## src/rtl/gpio_port.sv

```systemverilog
// gpio_port: register-mapped GPIO with direction/output control, atomic set/clear,
// synchronised and debounced inputs, and edge-triggered interrupt pending bits.
module gpio_port #(
    parameter int NPIN = 16
) (
    input  logic            clk,
    input  logic            rst,
    input  logic [7:0]      waddr_i,
    input  logic [31:0]     data_i,
    input  logic [3:0]      sel_i,
    input  logic            we_i,
    input  logic [7:0]      raddr_i,
    input  logic            rd_i,
    output logic [31:0]     data_o,
    input  logic [NPIN-1:0] gpio_i,
    output logic [NPIN-1:0] gpio_o,
    output logic [NPIN-1:0] gpio_oe,
    output logic            irq_o
);

    localparam logic [5:0] IDX_DIR     = 6'd0;
    localparam logic [5:0] IDX_OUT     = 6'd1;
    localparam logic [5:0] IDX_IN      = 6'd2;
    localparam logic [5:0] IDX_OUT_SET = 6'd3;
    localparam logic [5:0] IDX_OUT_CLR = 6'd4;
    localparam logic [5:0] IDX_RISE_EN = 6'd5;
    localparam logic [5:0] IDX_FALL_EN = 6'd6;
    localparam logic [5:0] IDX_IP      = 6'd7;
    localparam logic [5:0] IDX_DB_CFG  = 6'd8;

    logic [NPIN-1:0] dir_q;
    logic [NPIN-1:0] out_q;
    logic [NPIN-1:0] rise_en_q;
    logic [NPIN-1:0] fall_en_q;
    logic [NPIN-1:0] ip_q;
    logic [15:0]     db_cfg_q;
    logic [15:0]     cnt_q;

    logic [NPIN-1:0] sync1_q;
    logic [NPIN-1:0] sync_q;
    logic [NPIN-1:0] smp_q;
    logic [NPIN-1:0] filt_q;
    logic [NPIN-1:0] filt_d_q;
    logic [NPIN-1:0] filt_nxt;

    logic [5:0]      widx;
    logic [5:0]      ridx;
    logic [31:0]     bmask;
    logic [NPIN-1:0] wmask;
    logic [NPIN-1:0] wdata;
    logic [NPIN-1:0] w1c;
    logic [NPIN-1:0] agree;
    logic [NPIN-1:0] rise;
    logic [NPIN-1:0] fall;
    logic [31:0]     rd_val;
    logic            tick;

    logic wr_dir;
    logic wr_out;
    logic wr_set;
    logic wr_clr;
    logic wr_rise;
    logic wr_fall;
    logic wr_ip;
    logic wr_db;

    logic unused_ok;

    assign widx  = waddr_i[7:2];
    assign ridx  = raddr_i[7:2];
    assign bmask = {{8{sel_i[3]}}, {8{sel_i[2]}}, {8{sel_i[1]}}, {8{sel_i[0]}}};
    assign wmask = bmask[NPIN-1:0];
    assign wdata = data_i[NPIN-1:0] & wmask;

    assign wr_dir  = we_i && (widx == IDX_DIR);
    assign wr_out  = we_i && (widx == IDX_OUT);
    assign wr_set  = we_i && (widx == IDX_OUT_SET);
    assign wr_clr  = we_i && (widx == IDX_OUT_CLR);
    assign wr_rise = we_i && (widx == IDX_RISE_EN);
    assign wr_fall = we_i && (widx == IDX_FALL_EN);
    assign wr_ip   = we_i && (widx == IDX_IP);
    assign wr_db   = we_i && (widx == IDX_DB_CFG);

    assign unused_ok = ^{waddr_i[1:0], raddr_i[1:0], data_i, bmask};

    assign gpio_o  = out_q;
    assign gpio_oe = dir_q;
    assign irq_o   = |ip_q;

    always_ff @(posedge clk) begin
        if (rst) begin
            dir_q     <= '0;
            out_q     <= '0;
            rise_en_q <= '0;
            fall_en_q <= '0;
            db_cfg_q  <= '0;
        end else begin
            if (wr_dir)
                dir_q <= (dir_q & ~wmask) | wdata;
            if (wr_out)
                out_q <= (out_q & ~wmask) | wdata;
            else if (wr_set)
                out_q <= out_q | wdata;
            else if (wr_clr)
                out_q <= out_q & ~wdata;
            if (wr_rise)
                rise_en_q <= (rise_en_q & ~wmask) | wdata;
            if (wr_fall)
                fall_en_q <= (fall_en_q & ~wmask) | wdata;
            if (wr_db)
                db_cfg_q <= (db_cfg_q & ~bmask[15:0]) | (data_i[15:0] & bmask[15:0]);
        end
    end

    // A change must be seen on two consecutive prescaler ticks before filt follows it.
    assign tick  = (db_cfg_q != 16'd0) && (cnt_q == db_cfg_q);
    assign agree = ~(sync_q ^ smp_q);

    always_comb begin
        filt_nxt = filt_q;
        if (db_cfg_q == 16'd0)
            filt_nxt = sync_q;
        else if (tick)
            filt_nxt = (filt_q & ~agree) | (sync_q & agree);
    end

    always_ff @(posedge clk) begin
        if (rst) begin
            sync1_q  <= '0;
            sync_q   <= '0;
            smp_q    <= '0;
            filt_q   <= '0;
            filt_d_q <= '0;
            cnt_q    <= '0;
        end else begin
            sync1_q  <= gpio_i;
            sync_q   <= sync1_q;
            filt_q   <= filt_nxt;
            filt_d_q <= filt_q;
            if (wr_db) begin
                cnt_q <= '0;
                smp_q <= sync_q;
            end else if (db_cfg_q == 16'd0) begin
                cnt_q <= '0;
            end else if (tick) begin
                cnt_q <= '0;
                smp_q <= sync_q;
            end else begin
                cnt_q <= cnt_q + 16'd1;
            end
        end
    end

    // New edges win over a coincident W1C so no event is lost.
    assign rise = filt_q & ~filt_d_q;
    assign fall = ~filt_q & filt_d_q;
    assign w1c  = wr_ip ? wdata : '0;

    always_ff @(posedge clk) begin
        if (rst)
            ip_q <= '0;
        else
            ip_q <= (ip_q & ~w1c) | (rise & rise_en_q) | (fall & fall_en_q);
    end

    always_comb begin
        rd_val = '0;
        case (ridx)
            IDX_DIR:     rd_val[NPIN-1:0] = dir_q;
            IDX_OUT:     rd_val[NPIN-1:0] = out_q;
            IDX_IN:      rd_val[NPIN-1:0] = filt_q;
            IDX_RISE_EN: rd_val[NPIN-1:0] = rise_en_q;
            IDX_FALL_EN: rd_val[NPIN-1:0] = fall_en_q;
            IDX_IP:      rd_val[NPIN-1:0] = ip_q;
            IDX_DB_CFG:  rd_val[15:0]     = db_cfg_q;
            default:     rd_val = '0;
        endcase
    end

    always_ff @(posedge clk) begin
        if (rst)
            data_o <= '0;
        else if (rd_i)
            data_o <= rd_val;
    end

endmodule

```

## config.mk

```make
export PLATFORM = sky130hd
export DESIGN_NAME = gpio_port
export DESIGN_NICKNAME = d
export VERILOG_FILES = /design/src/rtl/gpio_port.sv
export SDC_FILE = /design/constraint.sdc
export NUM_CORES = 1
export LEC_CHECK = 0
export CAP_MARGIN = 20
export CORE_MARGIN = 2
export CORE_UTILIZATION = 59
export CTS_CLUSTER_DIAMETER = 30
export CTS_CLUSTER_SIZE = 25
export DETAILED_ROUTE_END_ITERATION = 16
export PLACE_DENSITY = 0.85
export RECOVER_POWER = 25
export SYNTH_ARGS = -nofsm -noshare
export SYNTH_HDL_FRONTEND = slang
export SYNTH_SLANG_ARGS = --single-unit
```

## constraint.sdc

```tcl
create_clock -name clk -period 4.15 [get_ports clk]
set_clock_uncertainty 0.15 [all_clocks]
set_input_delay 0.83 -clock clk [delete_from_list [all_inputs] [get_ports clk]]
set_output_delay 0.83 -clock clk [all_outputs]
set_load 0.05 [all_outputs]
```

==> out/metrics.sh, run 1 <==
SYNTH_MUX_AREA_SHARE_PCT=5.17
YS_SEQ_ELEMENTS=208
NETSW_W=0.00127
COMBINATIONALPOWERSHARE_PCT=4.6
DETAIL_ROUTE_ANTENNA_NETS=0
TIMING.HOLD.WORST.CLASS='reg2reg'
DESIGN.DIE.AREA_MM2=0.0174
REQUIRED_NS=3.17
START_KIND='flip-flop'
STATUS='finished, final reports clean'
CTS_POST_SETUP_BUFFERS_INSERTED=0
SYNTH_ASYNC_SR_FLOP_SHARE_PCT=0
POST-ROUTE-MIN-PERIOD_NS=3.43
CRIT_CHAIN='nor4_1, nand4_1, clkdlybuf4s50_1'
SYNTH-EDFF-COUNT=0
PWR_PER_CELL_AREA_mW_PER_MM2=474
TIMING.CRITICAL_PATH.FANOUT_MAX=3
CELLLEAKAGEPOWER_nW=4.40
CLOCK_POWER_SHARE_PCT=59.5
DETAILEDROUTE.FIRSTPASSITERATIONCOUNT=5
NUM_ANTENNA_CELLS=0
SYNTH.AVG_CELL_AREA_UM2=8.62
AVG_WL_PER_CELL_UM=18.8
GRT_START_MAX_NET_PINS=133
HPWL_REPORTED_AT_THE_END_OF_DETAILED_PLACEMENT_MM=17.3
NUMCLOCKSINKS=208
AVGVIACOUNTPERCELL=6.25
POSTCTSHOLDBUFS=0
SW_FRAC_OF_TOTAL_PCT=22.3
SYNTH.CELL_AREA_MM2=0.00964
POWER_FRAC_SEQ_PCT=35.9
SYNTH_SEQ_AREA_SHARE_PCT=43.2
HOLD_VIOLATION_TOTAL_FROM_THE_FINAL_REPORT=0
CRITPATHMAXSTAGEDELAY_NS=0.75
CTS-RESIZED-GATES=0
CRITICAL_PATH.ENDPOINT_TYPE='output pin'
R2R.WORST_PATH.CELLS=6
FINALWIRELENGTH_MM=27.3
SYNTH_TO_LAYOUT_AREA_GROWTH_PCT=25.1
MAX_SLEW.WORST_PIN.SLEW_NS=0.994
GRT_PASS1_VIAS=8549
COMBINATIONAL_FAMILY_WITH_THE_MOST_AREA_AFTER_SYNTHESIS='simple AND/OR/NAND/NOR gates'
DRTITER0DRC=1086
CLK_TRANSITION_REPORTED_PATHS_NS=0.05
TIMING.SETUP.TNS_NS=0
SETUP.REG_TO_REG.WORST_SLACK_NS=1.07
WORSTSETUPPATHTYPE='reg2out'
POST_SYNTHESIS_SIMPLE_GATE_AREA_FRACTION_PCT=25.6
DOMINANTREGCELLSYNTH='sky130_fd_sc_hd__dfxtp_1'
CORE_REGION_MM2=0.0159
NUM_IO_PINS=137
CTS_ROOT_BUFFER='sky130_fd_sc_hd__clkbuf_16'
INITIAL_CORE_UTIL_PCT=60.5
ANTENNA_VIOLATIONS_BEFORE_REPAIR=0
CTS_TREE='built'
HTREE_LEVELS=2
DESIGN.FINAL.NETS=1273
MIN_PATH_CELLS=1
POST-ROUTE-WORST-SETUP-SLACK_NS=0.721
DIE-HEIGHT_UM=132
CTS_BUFFER_DEPTH=3
SYNTH_FA_HA_AREA_SHARE_PCT=0.130
PLACE_CONGESTION=0.907
ACHIEVABLE-FREQUENCY_MHz=292
SLEW_VIOL_FINAL=0
NUMCTSBUFFERS=41
STD_CELL_ROWS=46
GRT_FIRST_PASS_WIRELENGTH_MM=43.5
TIMING.HOLD.WORST_ENDPOINT='sync_q[3]$_SDFF_PP0_'
PRECTSSETUPSLACK_NS=0.859
DETAILROUTE.VIA_COUNT=9041
SETUP_REPAIR_AFTER_GLOBAL_ROUTING_MISSED_ITS_MARGIN='no'
LAYOUT-DRIVE-GT1-SHARE_PCT=7.48
SYNTH_COMPOUND_GATE_AREA_SHARE_PCT=17.8
TIMING.MAX_CAP.VIOLATIONS=0
YS_WARN_COUNT=0
SYNTHXORXNORAREAFRAC_PCT=2.73
INTERNAL_POWER_W=0.00444
MIN_PERIOD_OVER_PERIOD_PCT=82.6
SYNTHCELLS=1118
CRIT_ARRIVAL_NS=2.45
WORST_HOLD_SLACK_NS=0.283
NUMPORTBUFFERS=98
GRT_OVERFLOW=0
FINAL-SETUP-VIOL-COUNT=0
CRITICAL_PATH.SLOWEST_CELL='sky130_fd_sc_hd__clkdlybuf4s50_1'
SLEW-LIMIT-HEADROOM_PCT=33.7
HOLD_PATH_STARTPOINT='sync1_q[3]$_SDFF_PP0_'
POWER.IR.VDD_WORST_uV=364
YOSYS.CELL_TYPES.COUNT=53
CLOCK_LATENCY_ON_THE_WORST_SKEW_PAIR_NS=0.52
DETAIL_ROUTE.DRC_VIOLATIONS=0
GROUTE.USAGE.OVERALL_PCT=30.5
DIE-WIDTH_UM=132
[worst max-delay path by stage]
stage,from,slack [ns],end,cells past startpoint
after floorplan,raddr_i[2],1.76,data_o[11]$_SDFFE_PP0P_,7
after global placement,raddr_i[7],0.85,data_o[5]$_SDFFE_PP0P_,6
after detailed placement,raddr_i[7],0.86,data_o[5]$_SDFFE_PP0P_,6
after CTS,ip_q[12]$_SDFF_PP0_,0.83,irq_o,3
after global routing,waddr_i[5],0.45,flip-flop,7
final,ip_q[12]$_SDFF_PP0_,0.72,irq_o,3
[cell usage in the layout, fill, tap and decap left out, types with 7 or more instances in the layout]
cell type / instances
sky130_fd_sc_hd__a211oi_1: 17
sky130_fd_sc_hd__a21oi_1: 60
sky130_fd_sc_hd__a22o_1: 15
sky130_fd_sc_hd__a22oi_1: 13
sky130_fd_sc_hd__a31oi_1: 16
sky130_fd_sc_hd__a32o_1: 16
sky130_fd_sc_hd__a32oi_1: 16
sky130_fd_sc_hd__and3_1: 22
sky130_fd_sc_hd__buf_4: 14
sky130_fd_sc_hd__clkbuf_16: 42
sky130_fd_sc_hd__clkdlybuf4s50_1: 94
sky130_fd_sc_hd__clkinv_2: 7
sky130_fd_sc_hd__conb_1: 16
sky130_fd_sc_hd__dfxtp_1: 208
sky130_fd_sc_hd__inv_1: 18
sky130_fd_sc_hd__mux2_1: 14
sky130_fd_sc_hd__mux2i_1: 34
sky130_fd_sc_hd__nand2_1: 172
sky130_fd_sc_hd__nand3_1: 37
sky130_fd_sc_hd__nand3b_1: 30
sky130_fd_sc_hd__nand4_1: 8
sky130_fd_sc_hd__nor2_1: 53
sky130_fd_sc_hd__nor2b_1: 86
sky130_fd_sc_hd__nor3_1: 18
sky130_fd_sc_hd__nor3b_1: 17
sky130_fd_sc_hd__nor4_1: 12
sky130_fd_sc_hd__o211ai_1: 9
sky130_fd_sc_hd__o21ai_1: 33
sky130_fd_sc_hd__o311ai_1: 30
sky130_fd_sc_hd__xnor2_1: 8
sky130_fd_sc_hd__xor2_1: 22
[cell type report]
class | instances | area, µm²
inverter | 19 | 71.3
tap | 216 | 270
sequential | 208 | 4160
clock buffer | 52 | 1150
clock inverter | 21 | 290
timing repair buffer | 114 | 1110
multi-input combinational | 816 | 5010
fill | 1103 | 3890
[worst max-delay path, delay by kind of cell, from the launching register on]
kind	cells	cell delay, ns
buf+inv	1	0.75
simple gates	2	0.84
flops	1	0.33
[Yosys cell counts (16+ instances only)]
cell type	instances	area, µm²
sky130_fd_sc_hd__dfxtp_1	208	4160
sky130_fd_sc_hd__nand2_1	172	646
sky130_fd_sc_hd__nor2b_1	86	538
sky130_fd_sc_hd__a21oi_1	60	300
sky130_fd_sc_hd__nor2_1	53	199
sky130_fd_sc_hd__clkbuf_1	42	158
sky130_fd_sc_hd__nand3_1	37	185
sky130_fd_sc_hd__mux2i_1	34	340
sky130_fd_sc_hd__o21ai_1	33	165
sky130_fd_sc_hd__o311ai_1	32	280
sky130_fd_sc_hd__nand3b_1	30	225
sky130_fd_sc_hd__buf_2	26	130
sky130_fd_sc_hd__and3_1	22	138
sky130_fd_sc_hd__xor2_1	22	193
sky130_fd_sc_hd__buf_4	20	150
sky130_fd_sc_hd__nor3_1	19	95.1
sky130_fd_sc_hd__inv_1	18	67.6
sky130_fd_sc_hd__a211oi_1	17	128
sky130_fd_sc_hd__nor3b_1	17	128
sky130_fd_sc_hd__a31oi_1	16	100
sky130_fd_sc_hd__a32o_1	16	160
sky130_fd_sc_hd__a32oi_1	16	140
[cells by family after synthesis]
family,count (synthesis)
xor+xnor,30
flops,208
buf+inv,109
fa+ha+maj,1
compound gates,245
other cells,1
mux,48
simple gates,476
[stage by stage]
| step | utilization (%) | total power (W) | instances | area, µm² |
|---|---|---|---|---|
| after floorplan | - | 0.00225 | 1133 | 9700 |
| after global placement | 66.7 | 0.00234 | 1373 | 10600 |
| after detailed placement | 66.7 | 0.00235 | 1373 | 10600 |
| after CTS | 75.7 | 0.00573 | 1446 | 12100 |
| after global routing | 75.6 | 0.00586 | 1446 | 12100 |
| final | 75.6 | 0.00572 | 1446 | 12100 |
[power groups by stage]
stage / clock (W) / sequential [W] / combinational [W]
after floorplan: 0 / 0.00208 / 0.000170
after global placement: 0 / 0.00209 / 0.000256
after detailed placement: 0 / 0.00209 / 0.000258
after CTS: 0.00342 / 0.00205 / 0.000262
after global routing: 0.00352 / 0.00205 / 0.000280
final: 0.00340 / 0.00205 / 0.000265
[routing by layer]
layer | vias to the layer above | global-route usage (%) | share of wire, %
met5 | - | 0 | 0
met4 | 0 | 15.3 | 4.5
met3 | 109 | 5.57 | 9.3
met2 | 500 | 49.2 | 47
met1 | 4264 | 39.2 | 39
li1 | 4168 | - | -
Note: power is estimated with default switching activity, not from simulation.
==> inputs of run 2 (changes only) <==
- CORE_UTILIZATION: 59 -> 50
- PLACE_DENSITY: 0.85 -> 0.77
- clock period: 4.15 -> 3.02 ns (I/O delays scaled with it)
==> out/metrics.sh, run 2 (synthesis results as in run 1) <==
GRT_OVERFLOW=0  # unchanged
POWER_FRAC_SEQ_PCT=39.0  # was 35.9%
DIE-WIDTH_UM=143  # was 132 µm
SLEW_VIOL_FINAL=0  # unchanged
LAYOUT_COMMONEST_CELL='sky130_fd_sc_hd__dfxtp_1'  # unchanged
TIMING.HOLD.WORST.CLASS='reg2reg'  # unchanged
PLACEDINSTANCEAREA_MM2=0.0108  # was 0.0106 mm²
CLOCK_LATENCY_ON_THE_WORST_SKEW_PAIR_NS=0.52  # about the same
ACHIEVABLE-FREQUENCY_MHz=348
REQUIRED_NS=2.27  # was 3.17 ns
DIE-HEIGHT_UM=143  # was 132 µm
LAYOUT-DRIVE-GT1-SHARE_PCT=7.61  # was 7.48%
SETUP.REG_TO_REG.WORST_SLACK_NS=0.57  # was 1.07 ns
WORSTSETUPPATHTYPE='reg2out'  # unchanged
CELLLEAKAGEPOWER_nW=4.38  # was 4.40 nW
CORE_REGION_MM2=0.0188  # was 0.0159 mm²
NUMPORTBUFFERS=98  # unchanged
PLACE_CONGESTION=0.898  # was 0.907
STATUS='finished, final reports clean'  # unchanged
CRIT_ARRIVAL_NS=2.12  # was 2.45 ns
START_KIND='flip-flop'  # unchanged
CRITICAL_PATH.ENDPOINT_TYPE='output pin'  # unchanged
GRT_START_MAX_NET_PINS=118  # was 133
INITIAL_CORE_UTIL_PCT=51.2  # was 60.5%
AVGVIACOUNTPERCELL=5.94  # was 6.25
TIMING.SETUP.TNS_NS=0  # unchanged
SYNTH_TO_LAYOUT_AREA_GROWTH_PCT=24.6  # was 25.1%
LAYOUT.CELLS.MOST_COMMON_LIST='sky130_fd_sc_hd__dfxtp_1 (208), sky130_fd_sc_hd__nand2_1 (172), sky130_fd_sc_hd__clkdlybuf4s50_1 (91)'  # was sky130_fd_sc_hd__dfxtp_1 (208), sky130_fd_sc_hd__nand2_1 (172), sky130_fd_sc_hd__clkdlybuf4s50_1 (94)
CLK_TRANSITION_REPORTED_PATHS_NS=0.05  # about the same
SW_FRAC_OF_TOTAL_PCT=22.5  # was 22.3%
DESIGN.DIE.AREA_MM2=0.0204  # was 0.0174 mm²
DETAIL_ROUTE.DRC_VIOLATIONS=0  # unchanged
DETAILROUTE.VIA_COUNT=8887  # was 9041
COMBINATIONALPOWERSHARE_PCT=5.1  # was 4.6%
TIMING.CRITICAL_PATH.FANOUT_MAX=3  # unchanged
DRTITER0DRC=898  # was 1086
REG2REG_TO='smp_q[14]$_SDFFE_PP0P_'
FINISH.INSTANCE_AREA_MM2=0.0120  # was 0.0121 mm²
PWR_PER_CELL_AREA_mW_PER_MM2=602  # was 474 mW/mm²
HPWL_REPORTED_AT_THE_END_OF_DETAILED_PLACEMENT_MM=17.8  # was 17.3 mm
FF_LATCH_AREA_MM2=0.00416  # unchanged
TIMING.HOLD.WORST_ENDPOINT='sync_q[3]$_SDFF_PP0_'  # unchanged
MIN_PATH_CELLS=1  # unchanged
NUM_ANTENNA_CELLS=0  # unchanged
POWER.IR.VDD_WORST_uV=511  # was 364 µV
SLEW-LIMIT-HEADROOM_PCT=17.1  # was 33.7%
FINALWIRELENGTH_MM=26.7  # was 27.3 mm
GROUTE.USAGE.OVERALL_PCT=25.8  # was 30.5%
SETUP_REPAIR_AFTER_GLOBAL_ROUTING_MISSED_ITS_MARGIN='no'  # unchanged
POSTCTSHOLDBUFS=0  # unchanged
CLOCK_POWER_SHARE_PCT=55.9  # was 59.5%
HOLD_VIOLATION_TOTAL_FROM_THE_FINAL_REPORT=0  # unchanged
DETAIL_ROUTE_ANTENNA_NETS=0  # unchanged
HTREE_LEVELS=2  # unchanged
FINAL-SETUP-VIOL-COUNT=0  # unchanged
NUM_IO_PINS=137  # unchanged
AVG_WL_PER_CELL_UM=17.8  # was 18.8 µm
COMBINED_AREA_OF_THE_MULTI_INPUT_LOGIC_CELLS_MM2=0.00501  # about the same
MIN_PERIOD_OVER_PERIOD_PCT=95.3
CTS_BUFFER_DEPTH=3  # unchanged
HOLD_PATH_STARTPOINT='sync1_q[3]$_SDFF_PP0_'  # unchanged
CTS_TREE='built'  # unchanged
DESIGN.FINAL.NETS=1287  # was 1273
GRT_PASS1_VIAS=8203  # was 8549
LAYOUT.FILLER_CELLS=1513  # was 1103
NETSW_W=0.00163  # was 0.00127 W
NUMCLOCKSINKS=208  # unchanged
CTS_ROOT_BUFFER='sky130_fd_sc_hd__clkbuf_16'  # unchanged
INTERNAL_POWER_W=0.00561  # was 0.00444 W
POST-ROUTE-MIN-PERIOD_NS=2.88
R2R.WORST_PATH.CELLS=6  # unchanged
DETAILEDROUTE.FIRSTPASSITERATIONCOUNT=5  # unchanged
NUMCTSBUFFERS=40  # was 41
ANTENNA_VIOLATIONS_BEFORE_REPAIR=0  # unchanged
GRT_FIRST_PASS_WIRELENGTH_MM=42.3  # was 43.5 mm
TIMING.MAX_CAP.VIOLATIONS=0  # unchanged
STD_CELL_ROWS=50  # was 46
MAX_SLEW.WORST_PIN.SLEW_NS=1.24  # was 0.994 ns
-- run 2: changes by cell type in the layout (fill, tap and decap cells not counted), moves of 2 or more --
cell	previous run	this run
sky130_fd_sc_hd__clkbuf_8	6	3
sky130_fd_sc_hd__clkbuf_1	5	10
sky130_fd_sc_hd__dlygate4sd3_1	2	4
sky130_fd_sc_hd__o21ai_1	33	28
sky130_fd_sc_hd__buf_4	14	25
sky130_fd_sc_hd__clkdlybuf4s50_1	94	91
sky130_fd_sc_hd__bufinv_16	6	2
sky130_fd_sc_hd__o21ai_0	2	7
sky130_fd_sc_hd__clkinv_4	2	0
-- run 2: timing repair --
action                     4_1_cts  5_1_grt
setup endpoints to repair        1        0
setup buffers                    0        0
resized for setup                1        0
-- run 2: worst max-delay path by stage --
stage,end,start,slack (ns)
2_1_floorplan,data_o[11]$_SDFFE_PP0P_,raddr_i[2],0.86
3_3_place_gp,data_o[14]$_SDFFE_PP0P_,raddr_i[5],0.06
3_5_place_dp,smp_q[9]$_SDFFE_PP0P_,waddr_i[2],0.23
4_1_cts,irq_o,ip_q[12]$_SDFF_PP0_,0.21
5_1_grt,ip_q[15]$_SDFF_PP0_,waddr_i[5],0.14
6_report,irq_o,ip_q[12]$_SDFF_PP0_,0.14
-- run 2: final cells by class --
type / count / area share [%]
well taps: 260 / 2.71
clock inverters: 11 / 0.958
flip-flops and latches: 208 / 34.7
inverters: 19 / 0.594
clock buffers: 53 / 9.16
repair buffers: 129 / 10.2
multi-input cells: 816 / 41.7
-- run 2: metrics by stage --
stage                     worst slack (ns)  hold WS (ns)  cells  utilization [%]  power, W
after floorplan                      0.860         0.264   1133                -   0.00309
after global placement              0.0608         0.265   1429             57.3   0.00323
after detailed placement             0.226         0.276   1431             57.4   0.00324
after CTS                            0.209         0.285   1495             63.9   0.00727
after global routing                 0.138         0.299   1496             63.8   0.00743
final                                0.143         0.280   1496             63.8   0.00724
-- run 2: power groups by stage --
stage	Combinational [W]	Sequential (W)	Clock (W)
after floorplan	0.000233	0.00286	0
after global placement	0.000363	0.00287	0
after detailed placement	0.000366	0.00287	0
after CTS	0.000368	0.00282	0.00408
after global routing	0.000397	0.00282	0.00421
final	0.000371	0.00282	0.00404
-- run 2: worst max-delay path, stage by stage, from the launching register on --
cell and delay, ns:
sky130_fd_sc_hd__dfxtp_1 0.32, sky130_fd_sc_hd__nor4_1 0.57, sky130_fd_sc_hd__nand4_1 0.23, sky130_fd_sc_hd__dlygate4sd2_1 0.48
-- run 2: routing by layer --
| layer | track usage [%] | vias to the layer above | part of all wire (%) |
|---|---|---|---|
| met4 | 10.8 | 0 | 3.3 |
| li1 | - | 4174 | - |
| met5 | 0 | - | 0 |
| met2 | 41.8 | 391 | 47 |
| met1 | 34.2 | 4249 | 42 |
| met3 | 4.36 | 73 | 7.5 |
==> inputs of run 3 (changes only) <==
- CORE_UTILIZATION: 50 -> 59
- MAX_ROUTING_LAYER: default -> met4
- PLACE_DENSITY: 0.77 -> 0.85
- clock period: 3.02 -> 3.7 ns (I/O delays scaled with it)
==> out/metrics.sh, run 3 (synthesis results as in run 1) <==
FAILING_CHECKS='max-capacitance violations, max-slew violations'
MIN_PATH_CELLS=1  # unchanged
POST-ROUTE-MIN-PERIOD_NS=3.34
LAYOUT.CELLS.NON_FILLER=1444  # was 1496
ANTENNA_VIOLATIONS_BEFORE_REPAIR=0  # unchanged
NUM_IO_PINS=137  # unchanged
TIMING.HOLD.WORST.CLASS='reg2reg'  # unchanged
START_KIND='flip-flop'  # unchanged
DESIGN.DIE.AREA_MM2=0.0174  # was 0.0204 mm²
HOLD_VIOLATION_TOTAL_FROM_THE_FINAL_REPORT=0  # unchanged
DETAILROUTE.VIA_COUNT=9141  # was 8887
LAYOUT_COMMONEST_CELL='sky130_fd_sc_hd__dfxtp_1'  # unchanged
CTS_POST_SETUP_BUFFERS_INSERTED=0  # unchanged
PLACE_CONGESTION=0.903  # was 0.898
GRT_START_MAX_NET_PINS=127  # was 118
GRT_FIRST_PASS_WIRELENGTH_MM=43.4  # was 42.3 mm
DETAILEDROUTE.FIRSTPASSITERATIONCOUNT=5  # unchanged
SETUP_REPAIR_AFTER_GLOBAL_ROUTING_MISSED_ITS_MARGIN='no'  # unchanged
MAX_SLEW.WORST_PIN.SLEW_NS=2.51  # was 1.24 ns
REG2REG_TO='cnt_q[8]$_SDFF_PP0_'  # was smp_q[14]$_SDFFE_PP0P_
ACHIEVABLE-FREQUENCY_MHz=299
CRITPATHMAXSTAGEDELAY_NS=0.75  # was 0.57 ns
DRTITER0DRC=1033  # was 898
PATH_DEPTH=3  # unchanged
CLK_TRANSITION_REPORTED_PATHS_NS=0.05  # about the same
CTS-RESIZED-GATES=0  # was 1
AVGVIACOUNTPERCELL=6.33  # was 5.94
NUM_ANTENNA_CELLS=0  # unchanged
FINAL-SETUP-VIOL-COUNT=0  # unchanged
SLEW-LIMIT-HEADROOM_PCT=-67.4  # was 17.1%
POSTCTSHOLDBUFS=0  # unchanged
CRIT_CHAIN='nor4_1, nand4_1, clkdlybuf4s50_1'  # was nor4_1, nand4_1, dlygate4sd2_1
REQUIRED_NS=2.81  # was 2.27 ns
WORST_SETUP_PATH_STARTPOINT='ip_q[11]$_SDFF_PP0_'  # was ip_q[12]$_SDFF_PP0_
PWR_PER_CELL_AREA_mW_PER_MM2=513  # was 602 mW/mm²
R2R.WORST_PATH.CELLS=6  # unchanged
DETAIL_ROUTE_ANTENNA_NETS=0  # unchanged
CLOCK_POWER_SHARE_PCT=57.6  # was 55.9%
CRITICAL_PATH.ENDPOINT_TYPE='output pin'  # unchanged
CORE_REGION_MM2=0.0159  # was 0.0188 mm²
AVG_WL_PER_CELL_UM=19.2  # was 17.8 µm
SW_FRAC_OF_TOTAL_PCT=22.8  # was 22.5%
HPWL_REPORTED_AT_THE_END_OF_DETAILED_PLACEMENT_MM=17.3  # was 17.8 mm
STATUS='finished, violations left'  # was finished, final reports clean
FINALWIRELENGTH_MM=27.7  # was 26.7 mm
INITIAL_CORE_UTIL_PCT=60.5  # was 51.2%
CRITPATHCAPTURE='irq_o'  # unchanged
INTERNAL_POWER_W=0.00474  # was 0.00561 W
DIE-HEIGHT_UM=132  # was 143 µm
SETUP.REG_TO_REG.WORST_SLACK_NS=0.43  # was 0.57 ns
CRIT_FAMILY='simple AND/OR/NAND/NOR gates'  # unchanged
GROUTE.USAGE.OVERALL_PCT=31.4  # was 25.8%
CELLLEAKAGEPOWER_nW=4.35  # was 4.38 nW
MIN_PERIOD_OVER_PERIOD_PCT=90.4
NUMCLOCKSINKS=208  # unchanged
CTS_TREE='built'  # unchanged
CRIT_ARRIVAL_NS=2.45  # was 2.12 ns
POWER.IR.VDD_WORST_uV=527  # was 511 µV
TIMING.SETUP.TNS_NS=0  # unchanged
NUMCTSBUFFERS=37  # was 40
SLEW_VIOL_FINAL=127  # was 0
DPL.CELL_COUNT=1375  # was 1431
HTREE_LEVELS=2  # unchanged
TIMING.CRITICAL_PATH.FANOUT_MAX=3  # unchanged
TIMING.MAX_CAP.VIOLATIONS=1  # was 0
CRIT_BUF_INV=1  # unchanged
STD_CELL_ROWS=46  # was 50
CTS_BUFFER_DEPTH=3  # unchanged
POWER_FRAC_SEQ_PCT=37.5  # was 39.0%
WORSTSETUPPATHTYPE='reg2out'  # unchanged
NUMPORTBUFFERS=98  # unchanged
COMBINATIONALPOWERSHARE_PCT=4.9  # was 5.1%
DETAIL_ROUTE.DRC_VIOLATIONS=0  # unchanged
WORST_HOLD_SLACK_NS=0.281  # was 0.280 ns
GRT_OVERFLOW=0  # unchanged
GRT_PASS1_VIAS=8551  # was 8203
DESIGN.FINAL.NETS=1272  # was 1287
NETSW_W=0.00140  # was 0.00163 W
CRITICAL_PATH.SLOWEST_CELL='sky130_fd_sc_hd__clkdlybuf4s50_1'  # was sky130_fd_sc_hd__nor4_1
SYNTH_TO_LAYOUT_AREA_GROWTH_PCT=24.1  # was 24.6%
CTS_ROOT_BUFFER='sky130_fd_sc_hd__clkbuf_16'  # unchanged
CLOCK_LATENCY_ON_THE_WORST_SKEW_PAIR_NS=0.52  # about the same
LAYOUT-DRIVE-GT1-SHARE_PCT=7.57  # was 7.61%
LAYOUT.CELLS.MOST_COMMON_LIST='sky130_fd_sc_hd__dfxtp_1 (208), sky130_fd_sc_hd__nand2_1 (172), sky130_fd_sc_hd__clkdlybuf4s50_1 (96)'  # was sky130_fd_sc_hd__dfxtp_1 (208), sky130_fd_sc_hd__nand2_1 (172), sky130_fd_sc_hd__clkdlybuf4s50_1 (91)
P_TOTAL_W=0.00613  # was 0.00724 W
DIE-WIDTH_UM=132  # was 143 µm
run 3: worst min path at each step:
stage	startpoint	to
floorplan	sync1_q[0]$_SDFF_PP0_	sync_q[0]$_SDFF_PP0_
global placement	sync1_q[7]$_SDFF_PP0_	sync_q[7]$_SDFF_PP0_
detailed placement	sync1_q[12]$_SDFF_PP0_	sync_q[12]$_SDFF_PP0_
CTS	sync1_q[12]$_SDFF_PP0_	sync_q[12]$_SDFF_PP0_
global route	sync1_q[12]$_SDFF_PP0_	sync_q[12]$_SDFF_PP0_
finish	sync1_q[12]$_SDFF_PP0_	sync_q[12]$_SDFF_PP0_
run 3: power groups by stage:
stage               logic, W  registers [W]  clock network [W]
floorplan           0.000190        0.00234                  0
global placement    0.000288        0.00234                  0
detailed placement  0.000291        0.00234                  0
CTS                 0.000294        0.00230            0.00354
global route        0.000319        0.00230            0.00365
finish              0.000302        0.00230            0.00353
run 3: layout make-up:
| type | count | area [µm²] |
|---|---|---|
| clock buffer | 47 | 1050 |
| inverter | 19 | 71.3 |
| sequential | 208 | 4160 |
| fill | 1111 | 3980 |
| tap | 216 | 270 |
| clock inverter | 21 | 264 |
| multi-input combinational | 816 | 5020 |
| timing repair buffer | 117 | 1120 |
run 3: worst reg2reg max path, delay by kind of cell (launching register included):
kind / cells / cell delay (ns)
buffers and inverters: 1 / 0.98
AND/OR/NAND/NOR: 5 / 1.61
flip-flops: 1 / 0.38
run 3: metal layers:
metal / GRT usage [%] / vias up / share of wire [%]
met5: - / - / 0
met4: 14.1 / 0 / 3.6
met3: 5.84 / 102 / 8.5
met2: 51.0 / 513 / 48
met1: 38.2 / 4356 / 40
li1: - / 4170 / -
run 3: through the flow:
step / setup slack, ns / util, % / area [µm²]
floorplan: 1.40 / - / 9700
global placement: 0.530 / 66.8 / 10700
detailed placement: 0.537 / 66.8 / 10700
CTS: 0.489 / 75.0 / 12000
global route: 0.233 / 75.0 / 12000
finish: 0.356 / 75.0 / 12000
